==> src/rtl/atm_txn_arbiter_if.sv <==
// Session/engine handshake bundle for atm_txn_arbiter.
// The master modport is the session front-ends plus the transaction engine.
// The slave modport is the arbiter.
interface atm_txn_arbiter_if #(
    parameter int N_REQ = 4
) ();
    localparam int ID_W = $clog2(N_REQ);

    logic [N_REQ-1:0] req;
    logic             engine_done;
    logic [N_REQ-1:0] grant;
    logic [ID_W-1:0]  grant_id;
    logic             busy;
    logic             engine_start;
    logic             engine_abort;
    logic             timeout;
    logic [15:0]      txn_count;

    modport master (
        output req, engine_done,
        input  grant, grant_id, busy, engine_start, engine_abort, timeout, txn_count
    );

    modport slave (
        input  req, engine_done,
        output grant, grant_id, busy, engine_start, engine_abort, timeout, txn_count
    );
endinterface

==> src/rtl/atm_txn_arbiter.sv <==
// Round-robin arbiter that shares one transaction engine among N_REQ sessions.
// Optional feature macro: ARB_TIMEOUT_EN. When it is defined, a grant that sits
// in WAIT for TIMEOUT_CYC cycles is aborted. When it is undefined, WAIT is left
// only on engine completion or on owner withdrawal, and timeout stays 0.
//
// state    | meaning
// ---------+------------------------------------------------------------
// S_IDLE   | no owner; pick the next requester after the last owner
// S_GRANT  | grant is visible; launch the engine (start pulse next cycle)
// S_WAIT   | engine running; leave on done, withdraw, or timeout
// S_RELEASE| grant already dropped; one dead cycle before re-arbitration
module atm_txn_arbiter #(
    parameter int N_REQ       = 4,
    parameter int TIMEOUT_CYC = 255
) (
    input  logic             clk,
    input  logic             reset,
    atm_txn_arbiter_if.slave bus
);
    localparam int ID_W = $clog2(N_REQ);

    if (N_REQ < 2 || N_REQ > 8 || TIMEOUT_CYC < 1 || TIMEOUT_CYC > 65535) begin : g_bad_param
        $error("atm_txn_arbiter: parameter out of range");
    end

    typedef enum logic [1:0] {
        S_IDLE,
        S_GRANT,
        S_WAIT,
        S_RELEASE
    } state_t;

    state_t           state_q;
    logic [N_REQ-1:0] grant_q;
    logic [ID_W-1:0]  grant_id_q;
    logic [ID_W-1:0]  last_grant_q;
    logic             busy_q;
    logic             start_q;
    logic             abort_q;
    logic [15:0]      txn_q;

    logic [ID_W-1:0]  pick_d;
    logic [ID_W-1:0]  scan_idx;
    logic             found;
    logic             owner_req;
    logic             expire;

    assign owner_req = bus.req[grant_id_q];

`ifdef ARB_TIMEOUT_EN
    localparam int CNT_W = $clog2(TIMEOUT_CYC + 1);
    logic [CNT_W-1:0] cnt_q;
    logic             timeout_q;

    assign expire      = (cnt_q == CNT_W'(TIMEOUT_CYC - 1));
    assign bus.timeout = timeout_q;
`else
    assign expire      = 1'b0;
    assign bus.timeout = 1'b0;
`endif

    // Round-robin search: first pending request strictly after the last owner, wrapping.
    always_comb begin
        pick_d   = last_grant_q;
        found    = 1'b0;
        scan_idx = last_grant_q;
        for (int i = 0; i < N_REQ; i++) begin
            scan_idx = (scan_idx == ID_W'(N_REQ - 1)) ? '0 : scan_idx + ID_W'(1);
            if (!found && bus.req[scan_idx]) begin
                pick_d = scan_idx;
                found  = 1'b1;
            end
        end
    end

    // Arbitration FSM; every output is a register written here.
    always_ff @(posedge clk or negedge reset) begin
        if (!reset) begin
            state_q      <= S_IDLE;
            grant_q      <= '0;
            grant_id_q   <= '0;
            last_grant_q <= ID_W'(N_REQ - 1);
            busy_q       <= 1'b0;
            start_q      <= 1'b0;
            abort_q      <= 1'b0;
            txn_q        <= '0;
`ifdef ARB_TIMEOUT_EN
            cnt_q        <= '0;
            timeout_q    <= 1'b0;
`endif
        end else begin
            start_q   <= 1'b0;
            abort_q   <= 1'b0;
`ifdef ARB_TIMEOUT_EN
            timeout_q <= 1'b0;
`endif
            case (state_q)
                S_IDLE: begin
                    if (found) begin
                        grant_q    <= {{(N_REQ-1){1'b0}}, 1'b1} << pick_d;
                        grant_id_q <= pick_d;
                        busy_q     <= 1'b1;
                        state_q    <= S_GRANT;
                    end
                end
                S_GRANT: begin
                    start_q <= 1'b1;
`ifdef ARB_TIMEOUT_EN
                    cnt_q   <= '0;
`endif
                    state_q <= S_WAIT;
                end
                S_WAIT: begin
                    // Grant drops as WAIT is left so RELEASE already shows no owner;
                    // the owner is remembered here for the next rotation.
                    if (bus.engine_done || !owner_req || expire) begin
                        grant_q      <= '0;
                        grant_id_q   <= '0;
                        last_grant_q <= grant_id_q;
                        state_q      <= S_RELEASE;
                    end
                    if (bus.engine_done) begin
                        txn_q <= txn_q + 16'd1;
                    end else if (!owner_req) begin
                        abort_q <= 1'b1;
                    end else if (expire) begin
                        abort_q <= 1'b1;
`ifdef ARB_TIMEOUT_EN
                        timeout_q <= 1'b1;
`endif
                    end else begin
`ifdef ARB_TIMEOUT_EN
                        cnt_q <= cnt_q + CNT_W'(1);
`endif
                    end
                end
                S_RELEASE: begin
                    busy_q  <= 1'b0;
                    state_q <= S_IDLE;
                end
                default: begin
                    state_q <= S_IDLE;
                end
            endcase
        end
    end

    assign bus.grant        = grant_q;
    assign bus.grant_id     = grant_id_q;
    assign bus.busy         = busy_q;
    assign bus.engine_start = start_q;
    assign bus.engine_abort = abort_q;
    assign bus.txn_count    = txn_q;
endmodule

==> src/flat_wrapper.sv <==
// flat-port wrapper written by rule: the top's interface ports become plain ports
module atm_txn_arbiter_flat 
#(
    parameter int N_REQ       = 4,
    parameter int TIMEOUT_CYC = 255
)
  (clk, reset, bus_req, bus_engine_done, bus_grant, bus_grant_id, bus_busy, bus_engine_start, bus_engine_abort, bus_timeout, bus_txn_count);
  atm_txn_arbiter_if #(.N_REQ(N_REQ)) bus_i ();
  input  logic clk;
  input  logic reset;
  input wire logic [$bits(bus_i.req)-1:0] bus_req;
  input wire logic [$bits(bus_i.engine_done)-1:0] bus_engine_done;
  output wire logic [$bits(bus_i.grant)-1:0] bus_grant;
  output wire logic [$bits(bus_i.grant_id)-1:0] bus_grant_id;
  output wire logic [$bits(bus_i.busy)-1:0] bus_busy;
  output wire logic [$bits(bus_i.engine_start)-1:0] bus_engine_start;
  output wire logic [$bits(bus_i.engine_abort)-1:0] bus_engine_abort;
  output wire logic [$bits(bus_i.timeout)-1:0] bus_timeout;
  output wire logic [$bits(bus_i.txn_count)-1:0] bus_txn_count;
  assign bus_i.req = bus_req;
  assign bus_i.engine_done = bus_engine_done;
  assign bus_grant = bus_i.grant;
  assign bus_grant_id = bus_i.grant_id;
  assign bus_busy = bus_i.busy;
  assign bus_engine_start = bus_i.engine_start;
  assign bus_engine_abort = bus_i.engine_abort;
  assign bus_timeout = bus_i.timeout;
  assign bus_txn_count = bus_i.txn_count;
  atm_txn_arbiter #(.N_REQ(N_REQ), .TIMEOUT_CYC(TIMEOUT_CYC)) u_core (.clk(clk), .reset(reset), .bus(bus_i));
endmodule
==> config.mk <==
export PLATFORM = sky130hd
export DESIGN_NAME = atm_txn_arbiter_flat
export DESIGN_NICKNAME = d
export VERILOG_FILES = /design/src/rtl/atm_txn_arbiter_if.sv /design/src/rtl/atm_txn_arbiter.sv /design/src/flat_wrapper.sv
export SDC_FILE = /design/constraint.sdc
export NUM_CORES = 1
export LEC_CHECK = 0
export CAP_MARGIN = 40
export CORE_ASPECT_RATIO = 1.25
export CORE_UTILIZATION = 40
export DETAILED_ROUTE_END_ITERATION = 10
export PLACE_DENSITY = 0.64
export SYNTH_ARGS = -nofsm -noshare
export SYNTH_HDL_FRONTEND = slang
export SYNTH_SLANG_ARGS = --single-unit
==> constraint.sdc <==
create_clock -name clk -period 2.7 [get_ports clk]
set_input_delay 0.54 -clock clk [delete_from_list [all_inputs] [get_ports clk]]
set_output_delay 0.54 -clock clk [all_outputs]
set_load 0.01 [all_outputs]
==> results.py <==
metrics = {
    "run_status": {
        "status": "completed",
    },
    "drt": {
        "routed_wl_microns": 3450,
        "vias": 1370,
        "antenna_left": 0,
        "firstDrtPassIters": 4,
        "viasPerCell": 5.25,
        "first_iter_violations": 90,
        "drcViolationCount": 0,
        "wire_per_inst_microns": 13.2,
    },
    "min_path": {
        "hold_path.class": "flop to flop",
        "min-delay-start": "u_core.bus.txn_count[15]",
        "whs_endpoint": "u_core.bus.txn_count[15]",
        "hold-path-cell-count": 1,
    },
    "setup_path": {
        "r2r_end": "u_core.bus.grant[1]",
        "critPathBufInv": 1,
        "cp_max_fo": 12,
        "critical_path_arrival_ns": 2.67,
        "worstSetupEndpointType": "flop",
        "r2r_start": "u_core.last_grant_q[1]",
        "cp-start-kind": "input pin",
        "cp.required_ns": 2.87,
        "critPathTopFamily": "multiplexers",
        "crit_chain": "clkdlybuf4s50_1 > mux2_2 > mux2_2 > a21oi_1 > mux2_2 > a32o_1",
        "critPathMostFrequentCell": "mux2_2",
        "crit_type": "input pin to flop",
        "r2r_cells": 6,
        "rrSetupSlack_ns": 0.21,
        "cp_slowest_cell": "clkdlybuf4s50_1",
        "critPathMaxStageDelay_ns": 0.61,
    },
    "pwr": {
        "power_mw": 2.08,
        "comb_power_share_pct": 50.4,
        "switching_share_pct": 37.8,
        "p_int_mw": 1.29,
        "power.share.clock_pct": 18.6,
        "power.leakage_nw": 0.954,
        "p_seq_share_pct": 31.1,
        "power_density_nw_per_um2": 951,
        "p_sw_mw": 0.787,
        "max-vdd-ir-drop_v": 0.000461,
    },
    "global_route": {
        "grt_max_degree": 30,
        "grt_use_total_pct": 17.1,
        "antenna_found_initial": 0,
        "grt_pass1_wl_microns": 5690,
        "grt_pass1_vias": 1274,
        "overflow": 0,
    },
    "sta": {
        "period_needed_ns": 2.50,
        "tightest_slew_ns": 0.541,
        "report.final.slew_viol_count": 0,
        "setup_viol": 0,
        "slew_headroom_pct": 63.6,
        "hold_viol": 0,
        "fin_worst_skew_ns": 0.00372,
        "rsz0062_at_grt": "no",
        "timing.final.crit_share_pct": 92.5,
        "max_freq_ghz": 0.400,
    },
    "synth": {
        "synth_seq_cells": 29,
        "syn_inst": 166,
        "postSynthAreaPerCell_sq_um": 10.3,
        "ys.flop_type": "dfrtp_1",
        "synth_area_sq_um": 1710,
        "synth_nets": 180,
        "synth_cell_type_count": 45,
        "seq_area_frac_synth_pct": 42.7,
        "synthArstFlopShare_pct": 100,
        "yosysWarnings": 0,
        "synth-edff-count": 0,
    },
    "layout": {
        "final_common_cell": "clkdlybuf4s50_1",
        "final_cell_mix": "31 x clkdlybuf4s50_1, 27 x dfrtp_1, 16 x nand2_1",
        "area_delta_synth_final_pct": 28.4,
        "layout.nets": 218,
        "fin_area_sq_um": 2190,
        "fill_cells": 383,
        "drive_gt1_share_pct": 16.1,
        "antenna_cells": 0,
    },
    "clocking": {
        "clk_transition_reported_paths_ns": 0.06,
        "clk_latency_ns": 0.28,
        "numClockSinks": 29,
        "clockBufferDepth": 2,
        "htreeDepth": 2,
        "hold_buffers": 0,
        "cts_resized": 0,
        "post-cts-setup-buffers": 0,
        "cts_tree": "built",
        "ctsRootBufferMaster": "clkbuf_8",
        "cts_buffers": 5,
    },
    "floorplan": {
        "ios": 33,
        "rows": 26,
        "die-area_sq_um": 4530,
        "core_sq_um": 4100,
        "start_util_pct": 41.6,
        "die_x_microns": 60.4,
        "die_h_microns": 75,
    },
    "job": {
        "cap_violations": 0,
    },
    "place": {
        "gp_congestion": 0.875,
        "io_buffers": 31,
        "place_area_sq_um": 2090,
        "dpl.hpwl_microns": 2580,
    },
}
## how the worst max path moves through the flow
| stage | start | cells past startpoint | to |
|---|---|---|---|
| finish | bus_req[0] | 6 | u_core.bus.grant[1] |
| CTS | u_core.last_grant_q[1] | 6 | u_core.bus.grant[1] |
| detailed placement | bus_req[0] | 6 | u_core.bus.grant[1] |
| global route | bus_req[0] | 6 | u_core.bus.grant[1] |
| global placement | bus_req[0] | 6 | u_core.bus.grant[1] |
| floorplan | u_core.last_grant_q[0] | 6 | u_core.bus.grant[1] |
## final cells by class
| cell class | instances | area [sq um] | area share (%) |
|---|---|---|---|
| clock inverter | 1 | 5.00 | 0.229 |
| timing repair buffer | 41 | 385 | 17.6 |
| tap | 56 | 70.1 | 3.20 |
| inverter | 6 | 22.5 | 1.03 |
| sequential | 29 | 728 | 33.3 |
| multi-input combinational | 121 | 882 | 40.3 |
| clock buffer | 7 | 96.3 | 4.40 |
## stage by stage
| step | setup TNS [ns] | hold WS, ns | setup WS (ns) | instances | utilization (%) |
|---|---|---|---|---|---|
| global route | 0 | 0.494 | 0.144 | 261 | 53.4 |
| CTS | 0 | 0.483 | 0.235 | 261 | 53.4 |
| global placement | 0 | 0.465 | 0.0305 | 253 | 50.9 |
| finish | 0 | 0.470 | 0.202 | 261 | 53.4 |
| floorplan | 0 | 0.244 | 0.393 | 166 | - |
| detailed placement | -0.0333 | 0.475 | -0.0333 | 253 | 50.9 |
## metal layers
metal / wire length [microns] / GRT usage (%) / up-vias
met5: 0 / 0 / -
met4: 104 / 9.82 / 0
met3: 148 / 3.95 / 9
met2: 1740 / 29.4 / 44
met1: 1460 / 19.0 / 658
li1: - / - / 659
## state kept, by name, summed over array words and instances (netlist names)
signal,cells
u_core.bus.engine_abort,1
u_core.last_grant_q,2
u_core.bus.grant,4
u_core.bus.busy,1
u_core.bus.txn_count,16
u_core.bus.grant_id,2
u_core.state_q,2
u_core.bus.engine_start,1
## power groups by stage
stage          clock network (mW)  registers [mW]  logic, mW
2_1_floorplan                   0           0.670      0.678
3_3_place_gp                    0           0.646       1.01
3_5_place_dp                    0           0.653       1.04
4_1_cts                     0.396           0.647       1.05
5_1_grt                     0.413           0.660       1.15
6_report                    0.387           0.647       1.05
## cells by family (layout without fill, tap and decap cells)
group	Yosys count	after routing	share of synthesized area, %
flip-flops	29	29	42.7
XOR/XNOR	16	16	8.22
adder cells (fa/ha/maj)	7	7	5.14
AND/OR/NAND/NOR	53	53	15.6
other	1	1	0.220
multiplexers	12	12	9.24
buffers and inverters	16	55	5.58
AO/OA/AOI/OAI	32	32	13.3
## synthesized netlist by cell type, types with 2 or more instances
| cell type | count | area share, % |
|---|---|---|
| a211oi_1 | 2 | 0.88 |
| a21oi_1 | 4 | 1.2 |
| a32o_1 | 2 | 1.2 |
| a32oi_1 | 2 | 1.0 |
| and3_1 | 5 | 1.8 |
| buf_4 | 5 | 2.2 |
| buf_6 | 2 | 1.3 |
| clkbuf_1 | 2 | 0.44 |
| dfrtp_1 | 27 | 40 |
| dfstp_2 | 2 | 3.1 |
| ha_1 | 7 | 5.1 |
| inv_1 | 6 | 1.3 |
| mux2_2 | 7 | 4.6 |
| mux2i_1 | 3 | 1.8 |
| nand2_1 | 16 | 3.5 |
| nand2b_1 | 2 | 0.73 |
| nand3_1 | 5 | 1.5 |
| nand4_1 | 4 | 1.5 |
| nor2_1 | 12 | 2.6 |
| o21ai_0 | 10 | 2.9 |
| o21ai_2 | 2 | 1.0 |
| o31ai_1 | 2 | 0.88 |
| xnor2_1 | 11 | 5.6 |
| xor2_1 | 5 | 2.6 |
No activity file was read; power rests on OpenSTA's default activity.
